$ cat config.mk
export PLATFORM = sky130hd
export DESIGN_NAME = load_store_unit
export DESIGN_NICKNAME = d
export VERILOG_FILES = /design/src/rtl/load_store_unit_pkg.sv /design/src/rtl/lsu_lane_align.sv /design/src/rtl/load_store_unit.sv
export SDC_FILE = /design/constraint.sdc
export NUM_CORES = 1
export LEC_CHECK = 0
export CAP_MARGIN = 40
export CORE_ASPECT_RATIO = 0.7
export CORE_UTILIZATION = 49
export CTS_CLUSTER_SIZE = 10
export DETAILED_ROUTE_END_ITERATION = 7
export GPL_TIMING_DRIVEN = 0
export HOLD_SLACK_MARGIN = 0.05
export PLACE_DENSITY = 0.87
export SLEW_MARGIN = 20
export SYNTH_ARGS = -nofsm -noshare
export SYNTH_HDL_FRONTEND = slang
export SYNTH_SLANG_ARGS = --single-unit
$ cat constraint.sdc
create_clock -name clk -period 5.9 [get_ports clk]
set_clock_uncertainty 0.15 [all_clocks]
set_input_delay 1.18 -clock clk [delete_from_list [all_inputs] [get_ports clk]]
set_output_delay 1.18 -clock clk [all_outputs]
set_load 0.005 [all_outputs]
$ cat src/rtl/load_store_unit_pkg.sv
// Shared encodings for the RV32 load/store unit.
// Covers funct3 access sizes, fault codes, FSM states and the classification helpers.
package load_store_unit_pkg;

    localparam logic [6:0] OPC_LOAD  = 7'b0000011;
    localparam logic [6:0] OPC_STORE = 7'b0100011;

    localparam logic [2:0] F3_BYTE   = 3'b000;
    localparam logic [2:0] F3_HALF   = 3'b001;
    localparam logic [2:0] F3_WORD   = 3'b010;
    localparam logic [2:0] F3_BYTE_U = 3'b100;
    localparam logic [2:0] F3_HALF_U = 3'b101;

    localparam logic [1:0] FAULT_NONE     = 2'b00;
    localparam logic [1:0] FAULT_MISALIGN = 2'b01;
    localparam logic [1:0] FAULT_ILLEGAL  = 2'b10;
    localparam logic [1:0] FAULT_TIMEOUT  = 2'b11;

    typedef enum logic [1:0] {
        ST_IDLE,
        ST_REQ,
        ST_WAIT,
        ST_RESP
    } lsu_state_e;

    function automatic logic isIllegalOp(input logic isRead, input logic isWrite,
                                         input logic [2:0] f3);
        logic badLoad;
        logic badStore;
        badLoad  = isRead && (f3 == 3'b011 || f3 == 3'b110 || f3 == 3'b111);
        badStore = isWrite && f3[2];
        return (isRead == isWrite) || badLoad || badStore;
    endfunction

    // Bytes can never be misaligned; halfwords need an even address, words a multiple of 4.
    function automatic logic isMisaligned(input logic [2:0] f3, input logic [1:0] byteOff);
        return (f3[1:0] == 2'b01 && byteOff[0]) || (f3[1:0] == 2'b10 && byteOff != 2'b00);
    endfunction

endpackage

$ cat src/rtl/lsu_lane_align.sv
// Combinational byte-lane steering between the 32-bit data bus and sub-word accesses.
// Stores are replicated into every lane with a strobe; loads select a lane and extend it.
module lsu_lane_align
    import load_store_unit_pkg::*;
(
    input  logic [2:0]  i_funct3,
    input  logic [1:0]  i_byteOff,
    input  logic [31:0] i_storeData,
    input  logic [31:0] i_loadWord,
    output logic [31:0] o_wdata,
    output logic [3:0]  o_wstrb,
    output logic [31:0] o_loadData
);

    logic [15:0] w_shifted;

    assign w_shifted = 16'(i_loadWord >> {i_byteOff, 3'b000});

    always_comb begin
        o_wdata = i_storeData;
        o_wstrb = 4'b1111;
        case (i_funct3[1:0])
            2'b00: begin
                o_wdata = {4{i_storeData[7:0]}};
                o_wstrb = 4'b0001 << i_byteOff;
            end
            2'b01: begin
                o_wdata = {2{i_storeData[15:0]}};
                o_wstrb = i_byteOff[1] ? 4'b1100 : 4'b0011;
            end
            default: ;
        endcase
    end

    always_comb begin
        o_loadData = i_loadWord;
        case (i_funct3)
            F3_BYTE:   o_loadData = {{24{w_shifted[7]}}, w_shifted[7:0]};
            F3_HALF:   o_loadData = {{16{w_shifted[15]}}, w_shifted[15:0]};
            F3_BYTE_U: o_loadData = {24'b0, w_shifted[7:0]};
            F3_HALF_U: o_loadData = {16'b0, w_shifted[15:0]};
            default: ;
        endcase
    end

endmodule

$ cat src/rtl/load_store_unit.sv
// Memory-phase unit for RV32 loads/stores: classifies a request, runs the data-bus
// handshake with a timeout, and returns one response pulse per accepted request.
module load_store_unit
    import load_store_unit_pkg::*;
#(
    parameter int TIMEOUT_CYCLES = 16
) (
    input  logic        clk,
    input  logic        rst,
    input  logic        req_valid,
    output logic        req_ready,
    input  logic        mem_read,
    input  logic        mem_write,
    input  logic [2:0]  funct3,
    input  logic [31:0] addr,
    input  logic [31:0] store_data,
    input  logic [4:0]  rd,
    output logic        resp_valid,
    output logic        resp_we,
    output logic [4:0]  resp_rd,
    output logic [31:0] resp_data,
    output logic [1:0]  fault,
    output logic        dmem_req,
    output logic        dmem_we,
    output logic [31:0] dmem_addr,
    output logic [31:0] dmem_wdata,
    output logic [3:0]  dmem_wstrb,
    input  logic        dmem_gnt,
    input  logic        dmem_rvalid,
    input  logic [31:0] dmem_rdata
);

    localparam int CW = (TIMEOUT_CYCLES > 2) ? $clog2(TIMEOUT_CYCLES) : 1;
    localparam logic [CW-1:0] LAST_COUNT = CW'(TIMEOUT_CYCLES - 1);

    lsu_state_e     r_state;
    logic           r_isLoad;
    logic [2:0]     r_funct3;
    logic [1:0]     r_byteOff;
    logic [4:0]     r_rd;
    logic [CW-1:0]  r_count;

    logic           r_reqReady;
    logic           r_respValid;
    logic           r_respWe;
    logic [4:0]     r_respRd;
    logic [31:0]    r_respData;
    logic [1:0]     r_fault;
    logic           r_dmemReq;
    logic           r_dmemWe;
    logic [31:0]    r_dmemAddr;
    logic [31:0]    r_dmemWdata;
    logic [3:0]     r_dmemWstrb;

    logic [2:0]     w_alignFunct3;
    logic [1:0]     w_alignOff;
    logic [31:0]    w_wdata;
    logic [3:0]     w_wstrb;
    logic [31:0]    w_loadData;

    // The aligner sees the live request while idle and the latched access afterwards.
    assign w_alignFunct3 = (r_state == ST_IDLE) ? funct3 : r_funct3;
    assign w_alignOff    = (r_state == ST_IDLE) ? addr[1:0] : r_byteOff;

    lsu_lane_align u_align (
        .i_funct3    (w_alignFunct3),
        .i_byteOff   (w_alignOff),
        .i_storeData (store_data),
        .i_loadWord  (dmem_rdata),
        .o_wdata     (w_wdata),
        .o_wstrb     (w_wstrb),
        .o_loadData  (w_loadData)
    );

    always_ff @(posedge clk) begin
        if (rst) begin
            r_state     <= ST_IDLE;
            r_isLoad    <= 1'b0;
            r_funct3    <= 3'b000;
            r_byteOff   <= 2'b00;
            r_rd        <= 5'd0;
            r_count     <= '0;
            r_reqReady  <= 1'b1;
            r_respValid <= 1'b0;
            r_respWe    <= 1'b0;
            r_respRd    <= 5'd0;
            r_respData  <= 32'd0;
            r_fault     <= FAULT_NONE;
            r_dmemReq   <= 1'b0;
            r_dmemWe    <= 1'b0;
            r_dmemAddr  <= 32'd0;
            r_dmemWdata <= 32'd0;
            r_dmemWstrb <= 4'b0000;
        end else begin
            case (r_state)
                ST_IDLE: begin
                    if (req_valid) begin
                        r_isLoad   <= mem_read;
                        r_funct3   <= funct3;
                        r_byteOff  <= addr[1:0];
                        r_rd       <= rd;
                        r_reqReady <= 1'b0;
                        // Faulting requests respond directly and never touch the bus.
                        if (isIllegalOp(mem_read, mem_write, funct3) ||
                            isMisaligned(funct3, addr[1:0])) begin
                            r_state     <= ST_RESP;
                            r_respValid <= 1'b1;
                            r_respWe    <= 1'b0;
                            r_respRd    <= rd;
                            r_respData  <= 32'd0;
                            r_fault     <= isIllegalOp(mem_read, mem_write, funct3) ?
                                           FAULT_ILLEGAL : FAULT_MISALIGN;
                        end else begin
                            r_state     <= ST_REQ;
                            r_count     <= '0;
                            r_dmemReq   <= 1'b1;
                            r_dmemWe    <= mem_write;
                            r_dmemAddr  <= {addr[31:2], 2'b00};
                            r_dmemWdata <= mem_write ? w_wdata : 32'd0;
                            r_dmemWstrb <= mem_write ? w_wstrb : 4'b0000;
                        end
                    end
                end
                ST_REQ: begin
                    if (dmem_gnt) begin
                        r_dmemReq <= 1'b0;
                        r_count   <= '0;
                        if (r_isLoad) begin
                            r_state <= ST_WAIT;
                        end else begin
                            r_state     <= ST_RESP;
                            r_respValid <= 1'b1;
                            r_respWe    <= 1'b0;
                            r_respRd    <= r_rd;
                            r_respData  <= 32'd0;
                            r_fault     <= FAULT_NONE;
                        end
                    end else if (r_count == LAST_COUNT) begin
                        r_dmemReq   <= 1'b0;
                        r_state     <= ST_RESP;
                        r_respValid <= 1'b1;
                        r_respWe    <= 1'b0;
                        r_respRd    <= r_rd;
                        r_respData  <= 32'd0;
                        r_fault     <= FAULT_TIMEOUT;
                    end else begin
                        r_count <= r_count + 1'b1;
                    end
                end
                ST_WAIT: begin
                    if (dmem_rvalid) begin
                        r_state     <= ST_RESP;
                        r_respValid <= 1'b1;
                        r_respWe    <= 1'b1;
                        r_respRd    <= r_rd;
                        r_respData  <= w_loadData;
                        r_fault     <= FAULT_NONE;
                    end else if (r_count == LAST_COUNT) begin
                        r_state     <= ST_RESP;
                        r_respValid <= 1'b1;
                        r_respWe    <= 1'b0;
                        r_respRd    <= r_rd;
                        r_respData  <= 32'd0;
                        r_fault     <= FAULT_TIMEOUT;
                    end else begin
                        r_count <= r_count + 1'b1;
                    end
                end
                ST_RESP: begin
                    r_state     <= ST_IDLE;
                    r_reqReady  <= 1'b1;
                    r_respValid <= 1'b0;
                    r_respWe    <= 1'b0;
                    r_respRd    <= 5'd0;
                    r_respData  <= 32'd0;
                    r_fault     <= FAULT_NONE;
                end
                default: begin
                    r_state    <= ST_IDLE;
                    r_reqReady <= 1'b1;
                end
            endcase
        end
    end

    assign req_ready  = r_reqReady;
    assign resp_valid = r_respValid;
    assign resp_we    = r_respWe;
    assign resp_rd    = r_respRd;
    assign resp_data  = r_respData;
    assign fault      = r_fault;
    assign dmem_req   = r_dmemReq;
    assign dmem_we    = r_dmemWe;
    assign dmem_addr  = r_dmemAddr;
    assign dmem_wdata = r_dmemWdata;
    assign dmem_wstrb = r_dmemWstrb;

endmodule

==> results.md <==
* IO Port Bufs at 216
* TritonCTS clock tree: done
* CP Max Fanout at 10
* Largest net degree at the start of global routing at 17
* Relative slew slack at 41.7%
* Ant diodes at 0
* Clk slew on worst S/H paths at 0.07 ns
* Fin. Hold Viols at 0
* Fmax at about 270 MHz
* Critical path, cell by cell: clkdlybuf4s50_1 > xor2_1 > a2bb2oi_1 > and3_1 > clkbuf_1 > clkbuf_1 > a21oi_1 > a311oi_1
* Async SR Flop Fraction at 0%
* Via/cell ratio at 5.87
* Worst-Margin Slew at 0.870 ns
* Setup TNS Final at 0 ns
* GRT Util Overall at 34.1%
* DRC viols at 0
* IO Pins at about 220
* Yosys cell types at 57
* Slew Viols, Final at 0
* Leak Pwr at 3.26 nW
* CP delay by family, top: buffers and inverters
* Arrival @ worst endpoint at 3.94 ns
* Register area share after synthesis at roughly two fifths
* Post-CTS Hold Fix Bufs at 0
* H-tree lvl count at 4
* Warnings from Yosys at 0
* Post-CTS resize count at 0
* Internal power at 2.07 mW
* Comb pwr share at between 40% and 50%
* CTS root buf: clkbuf_16
* Switch share at 40.0%
* Synthesized flop and latch total at approximately 130
* Post-route ant nets at 0
* Most used cell, CP: clkbuf_1
* Reg power frac at about 29%
* HPWL Detailed at 16,100 um
* Worst-skew pair later-pin latency at 0.42 ns
* Initial drt markers at between 700 and 800
* Tmin final at ~3.8 ns
* Final instance area at 0.00913 mm^2
* GRT overflow at 0
* Final WL at 22,300 um
* Final worst-path cycle share at 63.8%
* Die ar. at about 0.013 mm^2
* Setup bufs post-CTS at 0
* Commonest non-fill, non-tap cells in the layout: clkdlybuf4s50_1, nand2_1, dfxtp_1
* Crit path kind: input pin to flop
* Floorplan row count at 33
* Share of cells above drive strength 1 at 7.77%
* CORE AREA at 0.0120 mm^2
* Worst path bufs/invs at 3
* Die Wd at 136 um
* Vias in the first global route at 6,440
* Clock Power Share at 29.4%
* Nets at 1,133
* Worst Hold Class: flop to flop
* Worst setup SP type: input pin
* Initial antenna violation count at 0
* Crit end category: flop
* Synth Instances at 780
* Clock Tree Buf Depth at 2
* Slowest CP cell: clkbuf_1
* Critical path's largest stage delay at ~0.58 ns
* CTS Sinks at 127
* First-pass GRT wire length at 33,900 um
* Max_cap viols at 0
* Area growth syn-to-layout at 47.2%
* WP data required at 6.07 ns
* Placed Area at 0.00857 mm^2
* DR pass1 iterations at 5
* Initial Utilization at 51.6%
* Die H at 96.2 um
* Maximum vdd drop at 0.259 mV
* GP Congestion at 0.979
* Commonest non-fill, non-tap cell in the layout: clkdlybuf4s50_1
* WL/cell at 18.8 um
* CTS Buf Count at 17
* P_sw at 1.38 mW
* Mapped Avg Cell Area at 7.95 um^2
* Final Setup Violations at 0
* Mapped cell area at 0.00620 mm^2
* Vias after detailed routing at between 6k and 7k
* Post-synth EDFFs at 0
* Ys flop type: dfxtp_1
* PD cells at 378 mW/mm^2
* Status: finished, final reports clean
* RSZ-0062 raised after global routing: false
-- path summary, 6_finish.rpt --
check / startpoint / endpoint / slack (ns) / cells after the start
worst min register to register: dmem_wdata[2] / dmem_wdata[2] / 0.30 / 2
worst min-delay path: dmem_wdata[2] / dmem_wdata[2] / 0.30 / 2
worst max register to register: r_state[0] / dmem_wstrb[1] / 2.63 / 9
worst max-delay path: funct3[0] / dmem_req / 2.13 / 8
-- routing by layer --
metal	global-route usage, %	share of wire (%)
met1	45.6	42
met2	51.0	44
met3	11.2	12
met4	12.2	2.2
met5	0	0
-- power groups by stage --
| stage | clock (mW) | combinational [mW] | sequential, mW |
|---|---|---|---|
| after floorplan | 0 | 0.921 | 0.999 |
| after global placement | 0 | 1.37 | 1.00 |
| after detailed placement | 0 | 1.39 | 1.00 |
| after CTS | 1.02 | 1.41 | 0.986 |
| after global routing | 1.06 | 1.56 | 0.996 |
| final | 1.01 | 1.45 | 0.988 |
-- area by class of cell --
class	instances	area [um^2]
plain buffers	63	265
clock buffers	17	425
clock inverters	15	140
fillers	881	2880
inverters	30	113
multi-input cells	561	3290
flip-flops and latches	127	2540
well taps	157	196
repair buffers	216	2160
-- flip-flops by register name, indices dropped and copies added, names as in the netlist, 2 cells and up --
signal	count
r_funct3	3
dmem_addr	30
r_count	4
r_byteOff	2
resp_data	32
dmem_wstrb	4
r_state	2
dmem_wdata	32
fault	2
resp_rd	5
r_rd	5
-- per-stage QoR --
step,power (mW),instances,utilization (%),hold WS (ns),worst slack [ns]
global placement,2.37,1154,71.3,0.288,1.85
finish,3.46,1186,76.0,0.302,2.13
global route,3.62,1186,76.0,0.323,2.02
detailed placement,2.39,1154,71.3,0.293,1.78
floorplan,1.92,781,-,0.287,2.71
CTS,3.41,1186,76.0,0.301,2.22
-- cell usage after synthesis, types with 3 or more instances --
cell | instances | area share [%]
nand2_1 | 164 | 9.9
dfxtp_1 | 127 | 41
a21oi_1 | 97 | 7.8
clkbuf_1 | 51 | 3.1
nand3_1 | 39 | 3.1
nor2_1 | 39 | 2.4
inv_1 | 30 | 1.8
o21ai_0 | 24 | 1.9
o22ai_1 | 16 | 1.6
a2bb2oi_1 | 15 | 2.1
o2bb2ai_1 | 14 | 2.0
mux2i_1 | 13 | 2.1
o31ai_1 | 10 | 1.2
o32ai_2 | 10 | 2.6
mux2_2 | 9 | 1.6
or3_1 | 9 | 0.91
buf_2 | 8 | 0.65
a221oi_1 | 7 | 0.99
and3_1 | 7 | 0.71
ha_1 | 6 | 1.2
o32ai_1 | 6 | 0.85
a31o_2 | 5 | 0.71
a31oi_1 | 5 | 0.50
or2_2 | 5 | 0.50
a211oi_1 | 4 | 0.48
nor2b_1 | 4 | 0.40
nor3_1 | 4 | 0.32
nor3b_1 | 4 | 0.48
o31a_1 | 4 | 0.56
and2_1 | 3 | 0.30
and3b_1 | 3 | 0.42
buf_4 | 3 | 0.36
mux2_1 | 3 | 0.54
o211ai_1 | 3 | 0.36
-- worst reg2reg max path: cells and delay by family (launching register included) --
| family | cells | cell delay (ns) |
|---|---|---|
| simple gates | 1 | 0.06 |
| mux | 2 | 0.78 |
| fa+ha+maj | 1 | 0.23 |
| flops | 1 | 0.44 |
| buf+inv | 4 | 1.31 |
| compound gates | 1 | 0.16 |
-- cells by family (layout without fill, tap and decap cells) --
group / Yosys count / count (layout) / synth area share [%]
AND/OR/NAND/NOR: 289 / 289 / 20.5
AO/OA/AOI/OAI: 237 / 237 / 26.5
flip-flops: 127 / 127 / 41.0
buffers and inverters: 93 / 341 / 6.09
multiplexers: 26 / 26 / 4.50
adder cells (fa/ha/maj): 6 / 6 / 1.21
other: 1 / 2 / 0.0604
XOR/XNOR: 1 / 1 / 0.141
Power figures use the tool's default switching activity.
